**src/rtl/ddr_pkg.sv**
```systemverilog
// ---------------------------------------------------------------------------
// ddr_pkg
//
// Shared definitions for the arrow-game judging logic: lane count, bus widths
// for the score and combo counters, the judge FSM state type and a small
// saturating helper used when a hit is scored.
//
// Contents:
//   NUM_LANES          number of arrow lanes / buttons
//   SCORE_W            width of the score bus driven to the display stage
//   COMBO_W            width of the combo counter
//   DEFAULT_MAX_SCORE  default score ceiling (two decimal digits on display)
//   MAX_COMBO          combo ceiling
//   judge_state_t      IDLE (no note pending) / WINDOW (note being judged)
//   clamp_score()      clamps a one-bit-wider sum to a ceiling
// ---------------------------------------------------------------------------
package ddr_pkg;

  localparam int NUM_LANES         = 4;
  localparam int SCORE_W           = 9;
  localparam int COMBO_W           = 7;
  localparam int DEFAULT_MAX_SCORE = 99;
  localparam int MAX_COMBO         = 99;

  typedef enum logic {
    IDLE   = 1'b0,
    WINDOW = 1'b1
  } judge_state_t;

  // The sum is carried one bit wider than the score so that an increment on
  // a score already near the top of its range cannot wrap before clamping.
  function automatic logic [SCORE_W-1:0] clamp_score(
    input logic [SCORE_W:0] sum,
    input logic [SCORE_W:0] ceiling
  );
    logic [SCORE_W:0] limited;
    limited = (sum > ceiling) ? ceiling : sum;
    return limited[SCORE_W-1:0];
  endfunction

endpackage

```
**src/rtl/button_edge.sv**
```systemverilog
// ---------------------------------------------------------------------------
// button_edge
//
// Rising-edge detector for the lane buttons. The previous-sample register
// comes out of reset with every lane marked as already pressed, so a button
// that is held down across reset never produces a press.
//
// Ports:
//   clk      system clock, rising edge
//   reset    synchronous, active-high
//   buttons  lane buttons, already synchronized to clk
//   rise     one bit per lane, high in the cycle a button goes 0 -> 1
// ---------------------------------------------------------------------------
module button_edge
  import ddr_pkg::*;
(
  input  logic                 clk,
  input  logic                 reset,
  input  logic [NUM_LANES-1:0] buttons,
  output logic [NUM_LANES-1:0] rise
);

  logic [NUM_LANES-1:0] prev_buttons;

  // Remember last cycle's button levels. Reset loads all ones so held
  // buttons look "already down" and only a genuine release/press counts.
  always_ff @(posedge clk) begin
    if (reset) begin
      prev_buttons <= '1;
    end else begin
      prev_buttons <= buttons;
    end
  end

  // A press is seen in the same cycle the button level first goes high.
  assign rise = buttons & ~prev_buttons;

endmodule

```
**src/rtl/score_keeper.sv**
```systemverilog
// ---------------------------------------------------------------------------
// score_keeper
//
// Judges player button presses against arrow notes coming from the note
// sequencer and keeps the running score and combo shown on the two-digit
// score display.
//
// A note opens a hit window. While the window is open every lane press is
// collected; pressing a lane the note does not use is an immediate miss,
// collecting every required lane is a hit, and running out the window is a
// miss. Hits add 1 (or 2 once the combo has reached the bonus threshold) to
// a score that saturates at MAX_SCORE; misses clear the combo.
//
// Parameters:
//   WINDOW_CYCLES   hit-window length in clk cycles, counted from acceptance
//   MAX_SCORE       saturation ceiling for score
//   COMBO_BONUS_AT  combo value at or above which a hit scores +2
//
// Ports:
//   clk          system clock, rising edge
//   reset        synchronous, active-high
//   clear        synchronous pulse: zero score and combo, abandon any note
//   game_active  level; when low no notes are accepted and nothing updates
//   buttons      lane buttons, active-high, synchronized to clk
//   note_valid   one-cycle pulse from the sequencer
//   note_lanes   lanes required by the note, sampled with note_valid
//   score        registered score, 0..MAX_SCORE
//   combo        registered consecutive-hit count, saturating at 99
//   hit_pulse    one-cycle strobe in the cycle a hit becomes visible
//   miss_pulse   one-cycle strobe in the cycle combo clears on a miss
// ---------------------------------------------------------------------------
module score_keeper
  import ddr_pkg::*;
#(
  parameter int unsigned WINDOW_CYCLES  = 1_000_000,
  parameter int unsigned MAX_SCORE      = DEFAULT_MAX_SCORE,
  parameter int unsigned COMBO_BONUS_AT = 10
) (
  input  logic                 clk,
  input  logic                 reset,
  input  logic                 clear,
  input  logic                 game_active,
  input  logic [NUM_LANES-1:0] buttons,
  input  logic                 note_valid,
  input  logic [NUM_LANES-1:0] note_lanes,
  output logic [SCORE_W-1:0]   score,
  output logic [COMBO_W-1:0]   combo,
  output logic                 hit_pulse,
  output logic                 miss_pulse
);

  // A one-cycle window still needs a one-bit counter to hold its single
  // count value.
  localparam int CNT_W = (WINDOW_CYCLES > 1) ? $clog2(WINDOW_CYCLES) : 1;

  localparam logic [CNT_W-1:0]   CNT_LAST   = CNT_W'(WINDOW_CYCLES - 1);
  localparam logic [SCORE_W:0]   SCORE_CEIL = (SCORE_W + 1)'(MAX_SCORE);
  localparam logic [COMBO_W-1:0] COMBO_CEIL = COMBO_W'(MAX_COMBO);
  localparam logic [COMBO_W-1:0] BONUS_AT   = COMBO_W'(COMBO_BONUS_AT);

  judge_state_t         state, state_n;
  logic [NUM_LANES-1:0] lanes, lanes_n;
  logic [NUM_LANES-1:0] pressed, pressed_n;
  logic [CNT_W-1:0]     cnt, cnt_n;
  logic [SCORE_W-1:0]   score_n;
  logic [COMBO_W-1:0]   combo_n;
  logic                 hit_n, miss_n;

  logic [NUM_LANES-1:0] rise;
  logic [NUM_LANES-1:0] pressed_acc;
  logic                 wrong, done, tmo, accept;
  logic [SCORE_W:0]     inc, score_sum;
  logic [SCORE_W-1:0]   score_hit;
  logic [COMBO_W-1:0]   combo_hit;

  button_edge u_button_edge (
    .clk     (clk),
    .reset   (reset),
    .buttons (buttons),
    .rise    (rise)
  );

  // Per-cycle judging terms for the open window. pressed_acc is the set of
  // required lanes seen so far including this cycle's presses, so a note is
  // completed in the very cycle its last lane goes down.
  always_comb begin
    pressed_acc = pressed | rise;
    wrong       = |(rise & ~lanes);
    done        = (pressed_acc == lanes);
    tmo         = (cnt == CNT_LAST);
    accept      = note_valid && (note_lanes != '0);
  end

  // Values a hit would produce. The bonus is chosen from the combo before
  // this hit, and the score sum is formed one bit wide before clamping.
  always_comb begin
    inc       = (combo >= BONUS_AT) ? (SCORE_W + 1)'(2) : (SCORE_W + 1)'(1);
    score_sum = {1'b0, score} + inc;
    score_hit = clamp_score(score_sum, SCORE_CEIL);
    combo_hit = (combo >= COMBO_CEIL) ? COMBO_CEIL : combo + 1'b1;
  end

  // Next-state logic. Priority: clear, then game_active low, then the FSM.
  // In WINDOW the current note is always resolved before a newly arriving
  // note is loaded, so a note arriving mid-window produces exactly one pulse
  // for the old note (a still-pending old note counts as a miss) and the
  // new note then opens a fresh window.
  always_comb begin
    state_n   = state;
    lanes_n   = lanes;
    pressed_n = pressed;
    cnt_n     = cnt;
    score_n   = score;
    combo_n   = combo;
    hit_n     = 1'b0;
    miss_n    = 1'b0;

    if (clear) begin
      state_n = IDLE;
      score_n = '0;
      combo_n = '0;
    end else if (!game_active) begin
      state_n = IDLE;
    end else begin
      unique case (state)
        IDLE: begin
          if (accept) begin
            state_n   = WINDOW;
            lanes_n   = note_lanes;
            pressed_n = '0;
            cnt_n     = '0;
          end
        end

        WINDOW: begin
          if (wrong) begin
            combo_n = '0;
            miss_n  = 1'b1;
            state_n = IDLE;
          end else if (done) begin
            score_n = score_hit;
            combo_n = combo_hit;
            hit_n   = 1'b1;
            state_n = IDLE;
          end else if (tmo || note_valid) begin
            combo_n = '0;
            miss_n  = 1'b1;
            state_n = IDLE;
          end else begin
            pressed_n = pressed_acc;
            cnt_n     = cnt + 1'b1;
          end

          if (accept) begin
            state_n   = WINDOW;
            lanes_n   = note_lanes;
            pressed_n = '0;
            cnt_n     = '0;
          end
        end

        default: begin
          state_n = IDLE;
        end
      endcase
    end
  end

  // State and output registers. Everything the display and sequencer see
  // is registered, so pulses line up with the score/combo change.
  always_ff @(posedge clk) begin
    if (reset) begin
      state      <= IDLE;
      lanes      <= '0;
      pressed    <= '0;
      cnt        <= '0;
      score      <= '0;
      combo      <= '0;
      hit_pulse  <= 1'b0;
      miss_pulse <= 1'b0;
    end else begin
      state      <= state_n;
      lanes      <= lanes_n;
      pressed    <= pressed_n;
      cnt        <= cnt_n;
      score      <= score_n;
      combo      <= combo_n;
      hit_pulse  <= hit_n;
      miss_pulse <= miss_n;
    end
  end

endmodule
```
**config.mk**
```make
export PLATFORM = sky130hd
export DESIGN_NAME = score_keeper
export DESIGN_NICKNAME = d
export VERILOG_FILES = /design/src/rtl/ddr_pkg.sv /design/src/rtl/button_edge.sv /design/src/rtl/score_keeper.sv
export SDC_FILE = /design/constraint.sdc
export NUM_CORES = 1
export LEC_CHECK = 0
export ABC_AREA = 0
export CAP_MARGIN = 20
export CORE_MARGIN = 3
export CORE_UTILIZATION = 40
export DETAILED_ROUTE_END_ITERATION = 10
export HOLD_SLACK_MARGIN = 0.02
export SLEW_MARGIN = 40
export SYNTH_ARGS = -nofsm -noshare
export SYNTH_HDL_FRONTEND = slang
export SYNTH_HIERARCHICAL = 1
export SYNTH_SLANG_ARGS = --single-unit
```
**constraint.sdc**
```tcl
create_clock -name clk -period 5.4 [get_ports clk]
set_clock_uncertainty 0.1 [all_clocks]
set_input_delay 0.81 -clock clk [delete_from_list [all_inputs] [get_ports clk]]
set_output_delay 0.81 -clock clk [all_outputs]
set_load 0.005 [all_outputs]
```
# Word-level counts from Yosys, hierarchy flattened
# Cells that the tools add are included.
classes:
  n_lt_le_gt_ge: 3
  n_mux: 29
  n_bitwise: 9
  n_reduce_logical: 13
  add_sub_neg: 3
  eq_ne: 6
op_table:
  columns: ["op", "count"]
  rows:
  - ["$mux W20", 5]
  - ["$pmux W20 S2", 1]
  - ["$mux W7", 4]
  - ["$mux W4", 6]
  - ["$add A20 B1 Y20 const B", 1]
  - ["$eq A20 B20 Y1 const B", 1]
  - ["$add A9 B2 Y10", 1]
  - ["$gt A10 B7 Y1 const B", 1]
  - ["$mux W1", 9]
  - ["$mux W9", 1]
  - ["$and A4 B4 Y4", 2]
  - ["$not A4 Y4", 2]
  - ["$pmux W4 S2", 1]
  - ["$reduce_or A4 Y1", 2]
  - ["$reduce_or A8 Y1", 1]
  - ["$add A7 B1 Y7 const B", 1]
  - ["$ge A7 B4 Y1 const B", 1]
  - ["$ge A7 B7 Y1 const B", 1]
  - ["$ne A3 B2 Y1 const B", 2]
  - ["$reduce_and A3 Y1", 2]
  - ["$reduce_and A6 Y1", 1]
  - ["$eq A4 B4 Y1", 1]
  - ["$not A1 Y1", 4]
  - ["$or A4 B4 Y4", 1]
  - ["11 further kinds", 11]
totals:
  word_cells: 72
  output_inout_bits: 18
  ff_bits: 51
  inputBits: 13

# Longest topological paths before layout
depth:
  ltp_word: 8
  depth_mapped: 14
  ltp_nobuf: 14

# Cells and area by module
# Netlist, hierarchy kept.
modules_own_cells:
  columns: ["mod", "seq_area_each_um2", "instances", "cells_each", "area_each_um2"]
  rows:
  - ["score_keeper", 940.9, 1, 328, 2601.2]
  - ["button_edge", 80.1, 1, 12, 130.1]

# Worst setup path before layout
# No wires, ideal clock.
synth_path:
  path_type: "reg2reg"
  start: "register combo[0]"
  end: "register score[2]"
  path_stages_with_launch: 15
  setup_ps: 133
  period_less_slack_ps: 3227
  t_arrival_ps: 2995
  slack_ps: 2173
  path_cell_list: "dfxtp_1 -> inv_1 -> ha_1 -> o31ai_1 -> nand2_1 -> inv_1 -> ha_1 -> inv_1 -> fa_1 -> nand4b_1 -> or2_2 -> o311a_1 -> o311a_1 -> nand3_1 -> a31oi_1"
synth_between:
  elab_chain_len: 5
synth_rtl:
  columns: ["element", "line_no", "source"]
  rows:
  - ["from (decl)", "score_keeper.sv:47", "output logic [COMBO_W-1:0] combo,"]
  - ["from (signal assigned)", "score_keeper.sv:187", "combo <= combo_n;"]
  - ["$ge A7 B4 Y1 (*)", "score_keeper.sv:97", "inc = (combo >= BONUS_AT) ? (SCORE_W + 1)'(2) : (SCORE_W + 1)'(1);"]
  - ["$mux W2 (*)", "score_keeper.sv:97", null]
  - ["$add A9 B2 Y10 (*)", "score_keeper.sv:98", "score_sum = {1'b0, score} + inc;"]
  - ["$gt A10 B7 Y1", "ddr_pkg.sv:37", "limited = (sum > ceiling) ? ceiling : sum;"]
  - ["$mux W9 (*)", "ddr_pkg.sv:37", null]
  - ["to (signal assigned)", "score_keeper.sv:186", "score <= score_n;"]
  - ["to (decl)", "score_keeper.sv:46", "output logic [SCORE_W-1:0] score,"]
# Mark *: on every way between the ends. The rest lies on a longest branch, timed or not.
# A chain may end at the register's enable or synchronous reset.

# Worst setup path after layout
layout_path:
  start: "register combo[0]"
  end: "register score[5]"
# Same word-level chain as after synthesis.

==> results.txt <==
WS Path Type = reg2reg
Worst-Margin Slew = 0.800 ns
Average cell area after synthesis = 8.03 sq um
Reg2reg end = score[5]
# DRC = 0
ANT cells = 0
Share of cells above drive strength 1 = 5.79%
Worst setup path endpoint = score[5]
Data arrival, critical path = 3.77 ns
Vias in the first global route = 2344
Async SR Flop Fraction = 0%
IO Port Bufs = 30
Routed length on met3 = 321 microns
Critical Path RT = 5.55 ns
Max incr delay on CP = 0.48 ns
Startpoint Class = flop
Crit path max fanout = 7
Setup TNS = 0 ns
Initial antenna violation count = 0
Largest net degree at the start of global routing = 26
Cells after synthesis = 340
Post-Syn Area = 2730 sq um
# resized after CTS = 0
Reg clk slew, reported paths = 0.09 ns
Netlist cell types = 51
Wl on met1 = 3510 microns
Worst R2R Setup Slack = 1.78 ns
Die area = 7860 sq um
Max-cap viol count = 0
Core region area = 6490 sq um
CP Capture Type = flop
Register area share after synthesis = 37.4%
R2R depth = 14
Drt first pass iters = 4
Final #Nets = 382
Power per cell area = 208 nW/um^2
Fillers = 641
Slowest cell on the critical path = dfxtp_1
# Post-CTS Setup Buffers = 0
IO Count = 31
First-pass GRT wire length = 11600 microns
Cell mode on critical path = inv_1
Root buffer cell = clkbuf_8
Worst r2r src = combo[0]
Unrepaired setup endpoints after global routing = false
Cell area after layout = 3170 sq um
Final worst path period need = 3.62 ns
Crit path depth = 14
Most used DFF post-synth = dfxtp_1
Hold Path Class = reg2reg
GR Overflow Total = 0
Hpwl dp = 4800 microns
GRT Overall Usage = 18.7%
Status = finished, final reports clean
Critical path's top delay family = compound AO/OA/AOI/OAI gates
Number of synthesized register bits = 51
Critical-path cell list = inv_1, ha_1, o31ai_1, nand2_1, inv_1, ha_1, inv_1, fa_1, nand4b_1, or2_2, o311a_1, o311a_1, o21ai_0, o211a_1
CTS sink cnt = 51
Via count = 2626
Die W = 88.6 microns
Drt wl/cell = 15.6 microns
ANT nets after route = 0
Yosys warns = 6
Peak VDD IR = 114 uV
Initial cell density of the core = 42.1%
Standard-cell row count = 29
Total wire length = 6860 microns
CP startpoint = combo[0]
Endpoints failing hold = 0
Setup-failing EPs final = 0
Die span in y = 88.6 microns
CTS max path bufs = 2
Hold buffers post-CTS = 0
Relative slew slack = 46.2%
First DRT Iteration DRCs = 191
Met2 wire len = 2930 microns
Final period utilization = 67.1%
F_max = 276 MHz
Post-synth EDFFs = 0
CTS tree = built
Buf/Inv on CP = 3
Clock Latency Late Sink = 0.31 ns
Leakage power = 1.07 nW
Max Slew Vio Count = 0
H-Tree Depth = 2
DP Area = 3070 sq um
Max Used Layer = met4
GP Congestion = 0.850
CTS buffer count = 5
DR vias/cell = 5.97
Area Overhead vs Synth = 15.9%
Post-Syn Nets = 359
## how the worst min path moves through the flow
| stage | start | to | slack (ns) | cells after the start |
|---|---|---|---|---|
| global placement | pressed[3] | pressed[3] | 0.35 | 2 |
| global route | pressed[0] | pressed[0] | 0.39 | 2 |
| floorplan | pressed[2] | pressed[2] | 0.33 | 2 |
| detailed placement | pressed[2] | pressed[2] | 0.35 | 2 |
| finish | pressed[2] | pressed[2] | 0.36 | 2 |
| CTS | pressed[2] | pressed[2] | 0.37 | 2 |
## report_power, final
group	leakage (nW)	switching, W	internal, W
sequential	0.412	0.00000195	0.000379
combinational	0.611	0.0000317	0.0000195
clock	0.0470	0.000125	0.000101
## per-layer routing
layer	vias up	global-route usage, %
met5	-	0
met4	0	5.49
met3	9	4.00
met2	64	27.9
met1	1235	27.1
li1	1318	-
## cell usage after synthesis (2+ instances only)
master / count / area (sq um)
nand4b_1: 3 / 26.3
clkbuf_1: 11 / 41.3
o31ai_1: 5 / 37.5
nor2_1: 14 / 52.6
o2111ai_1: 7 / 61.3
nand3_1: 19 / 95.1
nor3_1: 8 / 40.0
nor4_1: 4 / 25.0
or4_1: 6 / 45.0
o21a_1: 2 / 15.0
buf_2: 3 / 15.0
nand4_1: 3 / 18.8
o41ai_1: 3 / 26.3
and2_1: 4 / 25.0
nor2b_1: 5 / 31.3
a2111o_1: 5 / 56.3
a311oi_1: 3 / 26.3
o21ai_0: 18 / 90.1
or3_1: 8 / 50.1
nor4b_1: 6 / 52.6
o311a_1: 2 / 20.0
inv_1: 18 / 67.6
a22oi_1: 2 / 15.0
nand2_1: 39 / 146
a21o_1: 2 / 15.0
a21oi_1: 33 / 165
o22ai_1: 4 / 25.0
mux2i_1: 2 / 20.0
a31o_2: 3 / 26.3
or2_2: 4 / 25.0
nand2b_1: 3 / 18.8
ha_1: 5 / 62.6
a31oi_1: 4 / 25.0
and3_1: 12 / 75.1
dfxtp_1: 51 / 1020
or2_1: 4 / 25.0
## logic make-up (layout without fill, tap and decap cells)
kind of cell | count (synthesis) | count (layout) | share of synthesized area [%]
AOI/OAI and AO/OA | 101 | 101 | 24.8
DFF | 51 | 51 | 37.4
and+or+nand+nor | 144 | 144 | 28.3
buffers and inverters | 35 | 58 | 5.36
adders and majority gates | 6 | 6 | 3.02
muxes | 3 | 3 | 1.15
## sequential cells by signal (all words and copies together), names as in the netlist
| signal | count |
|---|---|
| u_button_edge/prev_buttons | 4 |
| score | 9 |
| lanes | 4 |
| miss_pulse | 1 |
| combo | 7 |
| hit_pulse | 1 |
| pressed | 4 |
| cnt | 20 |
| state | 1 |
## per-stage QoR
step           worst slack, ns  hold slack [ns]  instances  total power (W)  utilization (%)
5_1_grt                   1.56            0.387        440         0.000689             48.8
2_1_floorplan             2.17            0.331        340         0.000420                -
6_report                  1.78            0.359        440         0.000658             48.8
3_3_place_gp              1.78            0.347        433         0.000440             47.3
3_5_place_dp              1.73            0.352        433         0.000441             47.3
4_1_cts                   1.77            0.365        440         0.000669             48.7
## cell type report
cell class                 instances  area (sq um)  share of cell area (%)
timing repair buffer              33           323                    10.2
multi-input combinational        254          1570                    49.6
tap                               77          96.3                    3.04
clock inverter                     1          5.00                   0.158
inverter                          18          67.6                    2.13
sequential                        51          1020                    32.2
clock buffer                       6          82.6                    2.61
## tightest hold or removal path: stages, from the launching register on
cell and delay, ns:
dfxtp_1 0.32, inv_1 0.05, a21oi_1 0.05
## layout by cell type (no fill, tap or decap), types with 3 or more instances in the layout
| cell | instances |
|---|---|
| and2_1 | 4 |
| o22ai_1 | 4 |
| ha_1 | 5 |
| o41ai_1 | 3 |
| nor2b_1 | 5 |
| clkbuf_8 | 6 |
| a2111o_1 | 5 |
| dfxtp_1 | 51 |
| nor4b_1 | 6 |
| buf_4 | 3 |
| a311oi_1 | 3 |
| or3_1 | 8 |
| o31ai_1 | 4 |
| nand4_1 | 3 |
| a21oi_1 | 33 |
| or4_1 | 6 |
| a31o_2 | 3 |
| nand4b_1 | 3 |
| nor4_1 | 4 |
| and3_1 | 12 |
| nand2b_1 | 3 |
| clkdlybuf4s50_1 | 30 |
| inv_1 | 18 |
| or2_1 | 4 |
| nand3_1 | 19 |
| o21ai_0 | 18 |
| or2_2 | 4 |
| nand2_1 | 39 |
| a31oi_1 | 4 |
| nor2_1 | 13 |
| o2111ai_1 | 7 |
| nor3_1 | 8 |
(Power assumes the default switching activity.)
